`src/rtl/herm_inserter.sv`:
```
`default_nettype none
// ============================================================================
// Module   : herm_inserter
// Function : Ping-pong buffered Hermitian-symmetry frame builder for a
//            real-output IFFT (DC, active bins, guard zeros, conjugate mirror).
// Revision : 1.0 - initial release
// ============================================================================
module herm_inserter #(
  parameter int FFT_POINT      = 64,
  parameter int ACTIVE_SUBCARR = 28,
  parameter int SYMBOL_NUM     = 8,
  parameter int IQ_W           = 8
) (
  input  logic                clk,
  input  logic                rst_n,
  input  logic                abort,
  input  logic [2*IQ_W-1:0]   s_data,
  input  logic                s_valid,
  output logic                s_ready,
  output logic [2*IQ_W-1:0]   m_data,
  output logic                m_valid,
  input  logic                m_ready,
  output logic                m_last,
  output logic                m_frame_last,
  output logic                frame_done,
  output logic                busy
);

  localparam int c_dw    = 2 * IQ_W;
  localparam int c_bin_w = $clog2(FFT_POINT);
  localparam int c_aw    = (ACTIVE_SUBCARR > 1) ? $clog2(ACTIVE_SUBCARR) : 1;
  localparam int c_sw    = (SYMBOL_NUM > 1) ? $clog2(SYMBOL_NUM) : 1;

  localparam logic [c_bin_w-1:0] c_last_bin = c_bin_w'(FFT_POINT - 1);
  localparam logic [c_bin_w-1:0] c_act      = c_bin_w'(ACTIVE_SUBCARR);
  localparam logic [c_bin_w-1:0] c_mirror   = c_bin_w'(FFT_POINT - ACTIVE_SUBCARR);
  localparam logic [c_aw-1:0]    c_wr_last  = c_aw'(ACTIVE_SUBCARR - 1);
  localparam logic [c_sw-1:0]    c_sym_last = c_sw'(SYMBOL_NUM - 1);
  localparam logic [IQ_W-1:0]    c_im_min   = {1'b1, {(IQ_W-1){1'b0}}};
  localparam logic [IQ_W-1:0]    c_im_max   = {1'b0, {(IQ_W-1){1'b1}}};

  typedef enum logic [0:0] {
    IDLE = 1'b0,
    EMIT = 1'b1
  } state_t;

  logic [c_dw-1:0]    r_mem [2][ACTIVE_SUBCARR];
  state_t             r_state, w_state_nxt;
  logic [1:0]         r_full, w_full_nxt;
  logic               r_wr_bank, r_rd_bank, r_rdy_en;
  logic [c_aw-1:0]    r_wr_cnt;
  logic [c_bin_w-1:0] r_bin, w_bin_nxt, w_bin_inc;
  logic [c_sw-1:0]    r_sym_cnt;
  logic [c_dw-1:0]    r_m_data, w_data_nxt, w_map_data, w_rd_word;
  logic               r_m_valid, w_valid_nxt;
  logic               r_m_last, w_last_nxt;
  logic               r_m_flast, w_flast_nxt;
  logic               r_frame_done;
  logic               w_in_acc, w_fill_last, w_out_acc, w_sym_end, w_other_full;
  logic [c_aw-1:0]    w_rd_idx;
  logic               w_rd_zero, w_rd_conj;
  logic [IQ_W-1:0]    w_im, w_im_neg;

  // s_ready stays low until the first clock after reset release
  assign s_ready      = r_rdy_en & ~r_full[r_wr_bank];
  assign w_in_acc     = s_valid & s_ready;
  assign w_fill_last  = w_in_acc & (r_wr_cnt == c_wr_last);
  assign w_out_acc    = r_m_valid & m_ready;
  assign w_bin_inc    = r_bin + c_bin_w'(1);
  assign w_other_full = r_full[~r_rd_bank] | (w_fill_last & (r_wr_bank != r_rd_bank));

  assign m_data       = r_m_data;
  assign m_valid      = r_m_valid;
  assign m_last       = r_m_last;
  assign m_frame_last = r_m_flast;
  assign frame_done   = r_frame_done;
  assign busy         = (|r_full) | (r_wr_cnt != '0) | r_m_valid;

  // Bin map for the bin about to be presented
  always_comb begin
    w_rd_idx  = '0;
    w_rd_zero = 1'b1;
    w_rd_conj = 1'b0;
    if ((w_bin_inc != '0) && (w_bin_inc <= c_act)) begin
      w_rd_idx  = c_aw'(w_bin_inc - c_bin_w'(1));
      w_rd_zero = 1'b0;
    end else if (w_bin_inc >= c_mirror) begin
      w_rd_idx  = c_aw'(c_last_bin - w_bin_inc);
      w_rd_zero = 1'b0;
      w_rd_conj = 1'b1;
    end
  end

  assign w_rd_word  = r_mem[r_rd_bank][w_rd_idx];
  assign w_im       = w_rd_word[IQ_W-1:0];
  assign w_im_neg   = (w_im == c_im_min) ? c_im_max : -w_im;
  assign w_map_data = w_rd_zero ? '0 :
                      w_rd_conj ? {w_rd_word[c_dw-1:IQ_W], w_im_neg} : w_rd_word;

  // Fill and emit always target different banks, so both updates can land together
  always_comb begin
    w_full_nxt = r_full;
    if (w_fill_last) w_full_nxt[r_wr_bank] = 1'b1;
    if (w_sym_end)   w_full_nxt[r_rd_bank] = 1'b0;
  end

  always_comb begin
    w_state_nxt = r_state;
    w_valid_nxt = r_m_valid;
    w_data_nxt  = r_m_data;
    w_last_nxt  = r_m_last;
    w_flast_nxt = r_m_flast;
    w_bin_nxt   = r_bin;
    w_sym_end   = 1'b0;
    case (r_state)
      IDLE: begin
        if (r_full[r_rd_bank]) begin
          w_state_nxt = EMIT;
          w_valid_nxt = 1'b1;
          w_data_nxt  = '0;
          w_last_nxt  = 1'b0;
          w_flast_nxt = 1'b0;
          w_bin_nxt   = '0;
        end
      end
      EMIT: begin
        if (w_out_acc) begin
          if (r_bin == c_last_bin) begin
            w_sym_end   = 1'b1;
            w_bin_nxt   = '0;
            w_data_nxt  = '0;
            w_last_nxt  = 1'b0;
            w_flast_nxt = 1'b0;
            if (!w_other_full) begin
              w_state_nxt = IDLE;
              w_valid_nxt = 1'b0;
            end
          end else begin
            w_bin_nxt   = w_bin_inc;
            w_data_nxt  = w_map_data;
            w_last_nxt  = (w_bin_inc == c_last_bin);
            w_flast_nxt = (w_bin_inc == c_last_bin) && (r_sym_cnt == c_sym_last);
          end
        end
      end
      default: w_state_nxt = IDLE;
    endcase
  end

  always_ff @(posedge clk or negedge rst_n) begin
    if (!rst_n) begin
      r_state      <= IDLE;
      r_full       <= '0;
      r_wr_bank    <= 1'b0;
      r_rd_bank    <= 1'b0;
      r_rdy_en     <= 1'b0;
      r_wr_cnt     <= '0;
      r_bin        <= '0;
      r_sym_cnt    <= '0;
      r_m_data     <= '0;
      r_m_valid    <= 1'b0;
      r_m_last     <= 1'b0;
      r_m_flast    <= 1'b0;
      r_frame_done <= 1'b0;
    end else if (abort) begin
      r_state      <= IDLE;
      r_full       <= '0;
      r_wr_bank    <= 1'b0;
      r_rd_bank    <= 1'b0;
      r_rdy_en     <= 1'b1;
      r_wr_cnt     <= '0;
      r_bin        <= '0;
      r_sym_cnt    <= '0;
      r_m_data     <= '0;
      r_m_valid    <= 1'b0;
      r_m_last     <= 1'b0;
      r_m_flast    <= 1'b0;
      r_frame_done <= 1'b0;
    end else begin
      r_rdy_en     <= 1'b1;
      r_state      <= w_state_nxt;
      r_full       <= w_full_nxt;
      r_bin        <= w_bin_nxt;
      r_m_data     <= w_data_nxt;
      r_m_valid    <= w_valid_nxt;
      r_m_last     <= w_last_nxt;
      r_m_flast    <= w_flast_nxt;
      r_frame_done <= w_out_acc & r_m_flast;
      if (w_in_acc) begin
        r_wr_cnt <= w_fill_last ? '0 : r_wr_cnt + c_aw'(1);
        if (w_fill_last) r_wr_bank <= ~r_wr_bank;
      end
      if (w_sym_end) begin
        r_rd_bank <= ~r_rd_bank;
        r_sym_cnt <= (r_sym_cnt == c_sym_last) ? '0 : r_sym_cnt + c_sw'(1);
      end
    end
  end

  always_ff @(posedge clk) begin
    if (w_in_acc && !abort) r_mem[r_wr_bank][r_wr_cnt] <= s_data;
  end

endmodule
`default_nettype wire
```
`config.mk`:
```
export PLATFORM = sky130hd
export DESIGN_NAME = herm_inserter
export DESIGN_NICKNAME = d
export VERILOG_FILES = /design/src/rtl/herm_inserter.sv
export SDC_FILE = /design/constraint.sdc
export NUM_CORES = 1
export LEC_CHECK = 0
export ABC_AREA = 1
export BUFFER_PORTS_ARGS = -buffer_cell sky130_fd_sc_hd__buf_2
export CAP_MARGIN = 0
export CORE_UTILIZATION = 45
export CTS_BUF_LIST = sky130_fd_sc_hd__clkbuf_8
export DETAILED_ROUTE_END_ITERATION = 7
export PLACE_DENSITY_LB_ADDON = 0.25
export SLEW_MARGIN = 20
export SYNTH_ARGS = -nofsm -noshare
export SYNTH_HDL_FRONTEND = slang
export SYNTH_SLANG_ARGS = --single-unit
```
`constraint.sdc`:
```
create_clock -name clk -period 5.11 [get_ports clk]
set_input_delay 0.2555 -clock clk [delete_from_list [all_inputs] [get_ports clk]]
set_output_delay 0.2555 -clock clk [all_outputs]
set_load 0.02 [all_outputs]
```
Word level (Yosys, flattened, before mapping)

Memories as Yosys holds them, arrays and structs flattened.
Cells that the tools add are included.

Register bits: 40
RAM bits: 896
Bits of input ports: 21
Output and inout port bits: 22
Memories kept: 1

$add $sub $neg: 6
$lt $le $gt $ge: 10
Eq/ne operators: 10
Muxes and demuxes: 75
Bitwise gates (word level): 18
Reduce and logical (&&, ||, !) cells: 16

Memory list:

| name  | depth | bits a word | read ports | clocked after memory_dff | wr ports | line | RTL |
|---|---|---|---|---|---|---|---|
| r_mem | 2     | 448         | 1          | 0                        | 1        | 47   | `logic [c_dw-1:0] r_mem [2][ACTIVE_SUBCARR];` |

Operators by type and width:

| cell                | number |
|---|---|
| $mux 448            | 1 |
| $mux 16             | 8 |
| $bmux 16 s5         | 1 |
| $demux 16 s5        | 1 |
| $mux 1              | 39 |
| $pmux 16 s2         | 1 |
| $mux 5              | 5 |
| $mux 6              | 4 |
| $ge 6x6->1 const B  | 3 |
| $mux 8              | 2 |
| $eq 6x6->1 const B  | 2 |
| $not 5->6           | 2 |
| $pmux 6 s2          | 1 |
| $mux 3              | 3 |
| $eq 8x8->1 const B  | 1 |
| $neg 8->8           | 1 |
| $pmux 1 s2          | 4 |
| $add 6x1->6 const B | 1 |
| $and 1x1->1         | 6 |
| $le 6x5->1 const B  | 1 |
| $logic_and 1x1->1   | 6 |
| $lt 1x2->1 const B  | 3 |
| $lt 6x1->1 const B  | 1 |
| $mux 2              | 3 |
| 23 further kinds    | 35 |

Longest topological paths before layout

Word-level depth: 16
Depth in mapped cells: 27

Worst setup path after synthesis

No wires, ideal clock.

Kind: reg2reg
From: register r_bin[0]
To: register r_m_data[6] (netlist: m_data[6])
Library setup time: 0.117 ns
Arrival time: 3.209 ns
Data required time: 4.993 ns
Slack: 1.784 ns
Stages on the path, launching flop included: 23
Buffers on the path: 4
Path through: dfrtp_1 -> buf_4 -> clkbuf_1 -> clkbuf_1 -> inv_1 -> ha_1 -> nand3_1 -> xor2_1 -> nand2_1 -> nand2_2 -> clkbuf_1 -> nand3_1 -> nand2_1 -> nand2_1 -> ha_1 -> nand2_1 -> nor2_4 -> nand2_2 -> nand2_1 -> nand2_1 -> nand3_1 -> nand2_1 -> nand2_1

Longest elaborated chain between the ends: 16
Elaborated cells on any way between the ends: 27
Classes of those cells: add/sub (4); order compare (2); eq/ne (2); mux (16); bitwise (1); reduce/logical (2)

Ends and longest elaborated chain:

| what                                               | line   | RTL |
|---|---|---|
| from (decl)                                        | 52     | `logic [c_bin_w-1:0] r_bin, w_bin_nxt, w_bin_inc;` |
| from (signal assigned)                             | 183    | `r_bin <= w_bin_nxt;` |
| $add 6x1->6                                        | 69     | `assign w_bin_inc = r_bin + c_bin_w'(1);` |
| $sub 5x5->5, or another cell as far along          | 88     | `w_rd_idx = c_aw'(c_last_bin - w_bin_inc);` |
| $mux 5 / $logic_and 1x1->1 (equally long branches) | 87, 84 |  |
| $mux 5                                             | 84     | `if ((w_bin_inc != '0) && (w_bin_inc <= c_act)) begin` |
| $not 5->6 (implied by the code)                    | 94     | `assign w_rd_word = r_mem[r_rd_bank][w_rd_idx];` |
| $bmux 16 s5                                        | 94     |  |
| $mux 16 (implied by the code) (2 in series)        | 94     |  |
| $neg 8->8 / $eq 8x8->1 (equally long branches)     | 96     | `assign w_im_neg = (w_im == c_im_min) ? c_im_max : -w_im;` |
| $mux 8                                             | 96     |  |
| $mux 8                                             | 98     | `w_rd_conj ? {w_rd_word[c_dw-1:IQ_W], w_im_neg} : w_rd_word;` |
| $mux 16                                            | 97     | `assign w_map_data = w_rd_zero ? '0 :` |
| $mux 16 (*)                                        | 128    | `if (r_bin == c_last_bin) begin` |
| $mux 16 (*)                                        | 127    | `if (w_out_acc) begin` |
| $pmux 16 s2 (*)                                    | 115    | `case (r_state)` |
| $mux 16 (*)                                        | 165    | `end else if (abort) begin` |
| to (signal assigned)                               | 184    | `r_m_data <= w_data_nxt;` |
| to (decl)                                          | 54     | `logic [c_dw-1:0] r_m_data, w_data_nxt, w_map_data, w_rd_word;` |

Mark *: on every way between the ends. The rest lies on a longest branch, timed or not. The select of a mux whose other input is x is not followed.
A chain may end at the register's enable or synchronous reset.

Worst setup path after layout

From: register r_bin[0]
To: register r_m_data[5] (netlist: m_data[5])

Same word-level chain as after synthesis.

==> impl_metrics.toml <==
[routing]
drc_errors = 0
postRouteAntennaNets = 0
drt_iter0_markers = 2873
wl_um = 106000
first_pass_iters = 6
viasPerCell = 5.69
wire_per_inst_um = 23.3
via_count = 25800

[floorplanning]
chipHeight_um = 296
core-area_um2 = 85300
die_area_um2 = 87300
num_io_pins = 43
fp.dieW_um = 296
num_rows = 107
start_util_pct = 45.5

[logic_synthesis]
synth_area_leaders = "edfxtp_1, nand2_1, nor2_1, nand3_1, dfrtp_1"
synth_edf_count = 896
yosysSeqAreaShare_pct = 72.0
yosys.area_share.simple_pct = 17.4
async_flop_share_pct = 4.27
synth_adder_area_share_pct = 0.290
synth_area_leader_cell = "edfxtp_1"
ys.flop_type = "edfxtp_1"
syn_area_per_cell_um2 = 12.2
synth_compound_area_share_pct = 5.82
synth_top_family_by_area = "simple AND/OR/NAND/NOR gates"
synth_xor_area_share_pct = 0.0904
muxShareOfSynthArea_pct = 1.52
synth_area_um2 = 38800
synth_cell_types = 45
syn_inst = 3171
synth_seq_cells = 936
synth_top_area_share_pct = 69.4
syn_nets = 3201
ys_warn_count = 0

[timing]
rsz0062_at_grt = "false"
setup_viol = 0
fin_crit_ns = 4.66
max_freq_mhz = 215
fin_crit_sh_pct = 91.2
finalClockSkew_ns = 0.0513
setup_tns_ns = 0
drv_slew = 0
slew_headroom_pct = 22.3
hold_slack_ns = 0.0335
worst_slew_pin_slew_ns = 1.16
hold_viol = 0

[placed_design]
gp_congestion = 0.879
dp_hpwl_um = 60000
dp.cells = 4262
io_buffers = 42

[clock_tree]
cts-buffers-inserted = 155
cts.clk_slew.worst_paths_ns = 0.06
root_buffer = "clkbuf_8"
h-tree-depth = 4
max-clock-path-buffers = 3
cts_tree = "built"
insertion_delay_ns = 0.82
cts_sinks = 936
post_cts_buffers = 0

[setup_path]
start_kind = "register"
end_kind = "register"
worstPathMaxFanout = 62
cp.arrival_ns = 5.34
regToRegSetupSlack_ns = 0.45
cp.required_ns = 5.78
worstSetupPathType = "reg2reg"

[power]
peakVddDrop_mv = 0.234
leakagePower_nw = 15.3
pwr_density_cell_nw_per_um2 = 339

[final_layout]
n_fill_cell = 7366
drive_above_1_share_pct = 14.8
nets = 3310
final_cells = 4539
multi_input_area_um2 = 10100
utilization_pct = 51.2
register_area_um2 = 27900
area_growth_pct = 12.6

[flow_run]
max_cap_violations = 0

[global_routing]
grt_pass1_wl_um = 158000
grt_max_degree = 123
antenna_found_initial = 5
track_usage_pct = 24.4
grt_pass1_vias = 25300
grt_overflow_total = 0

[run_status]
outcome = "complete, no violations"

[worst_hold_path]
hp-class = "in2reg"
-- final timing paths --
kind                            from             to  depth (start not counted)
hold reg to reg               m_last         m_last                          2
setup reg to reg            r_bin[0]      m_data[5]                         25
min in group asynchronous      rst_n       r_rdy_en                          2
max in group asynchronous      rst_n       r_bin[0]                          2
setup / recovery            r_bin[0]      m_data[5]                         25
hold / removal             s_data[3]  r_mem[0][131]                          1
-- cell type report --
class / count / area share, %
well taps: 1144 / 3.28
clock inverters: 103 / 1.23
clock buffers: 168 / 5.30
flip-flops and latches: 936 / 64.0
diodes: 1 / 0.00573
repair buffers: 158 / 2.72
multi-input cells: 1977 / 23.0
inverters: 52 / 0.470
-- state kept, by name (all words and copies together) (netlist names) --
signal        flops
m_frame_last      1
r_sym_cnt         3
r_wr_bank         1
m_data           16
r_rdy_en          1
m_valid           1
r_full            2
r_bin             6
m_last            1
r_wr_cnt          5
r_state           1
r_rd_bank         1
frame_done        1
r_mem           896
-- Yosys cell counts (2+ instances only) --
cell and number:
buf_2 38, o22ai_1 5, xor2_1 4, nor2_2 3, mux2i_1 59, inv_2 4, buf_4 11, o31ai_1 11
o21ai_0 137, a31oi_1 8, nand4_1 40, o311ai_0 64, or2_2 66, nand2_2 11, dfrtp_1 40, inv_1 46
ha_1 9, buf_1 19, nand3_1 328, edfxtp_1 896, nand3_4 2, clkbuf_1 130, o21ai_1 18, nor2_4 5
nand2_1 584, o211ai_1 71, a21oi_1 26, nor3_1 63, o311ai_1 4, nor2_1 445, nand2_4 3, buf_6 8
-- cells by family after synthesis --
family,Yosys count
compound gates,350
xor+xnor,4
fa+ha+maj,9
buf+inv,258
flops,936
mux,59
other cells,1
simple gates,1554
-- timing repair --
action	4_1_cts	5_1_grt
hold buffers	5	0
hold endpoints to repair	51	0
gates resized for setup	0	0
-- report_power, final --
part / internal, mW / leakage, nW / switching [mW]
clock: 3.21 / 1.63 / 2.93
sequential: 8.41 / 8.60 / 0.00340
combinational: 0.0315 / 5.07 / 0.195
-- stage by stage --
step | area, um^2 | total power, mW | setup WS (ns)
finish | 43600 | 14.8 | 0.448
global route | 43600 | 15.2 | 0.110
CTS | 43600 | 14.9 | 0.554
detailed placement | 40700 | 8.80 | 0.590
global placement | 40700 | 8.79 | 0.639
floorplan | 38800 | 8.61 | 1.78
-- critical path, stage by stage, from the launching register on --
cell and delay [ns]:
dfrtp_4 0.41, buf_4 0.45, nand3_2 0.18, nand2_1 0.11
nand2_2 0.09, nor2_1 0.10, nand2_1 0.11, nand2_4 0.17
nand2_4 0.31, nand2_8 0.33, buf_4 0.62, nand2_1 0.12
nand3_1 0.11, nand2_1 0.08, nand2_1 0.06, nand2_1 0.06
nor2_1 0.25, nand2_1 0.16, nand2_2 0.12, nand3_1 0.15
nand2_2 0.13, nand3_1 0.08, nand2_1 0.11, nand2_1 0.06
nand2_1 0.06, nand2_1 0.05
-- cells in the final DEF (no fill, tap or decap), types with 9 or more instances in the layout --
cell type / count
nor3_2: 56
nand2_2: 11
o211ai_1: 71
o21ai_0: 137
mux2i_1: 59
or2_2: 66
nor2_1: 445
nand4_1: 40
o311ai_0: 64
o31ai_1: 11
dfrtp_1: 37
buf_2: 39
buf_4: 107
clkbuf_8: 168
o21ai_1: 18
inv_1: 94
nand2_1: 583
edfxtp_1: 896
a21oi_1: 26
ha_1: 9
clkinv_2: 10
clkinv_1: 35
nand3_1: 328
-- routing by layer --
layer / GRT usage, % / part of all wire (%) / wire (um)
met5: 0 / 0.026 / 27
met4: 7.90 / 2.3 / 2390
met3: 4.53 / 8.0 / 8460
met2: 38.2 / 47 / 49600
met1: 34.4 / 43 / 45300
(Power assumes the default switching activity.)
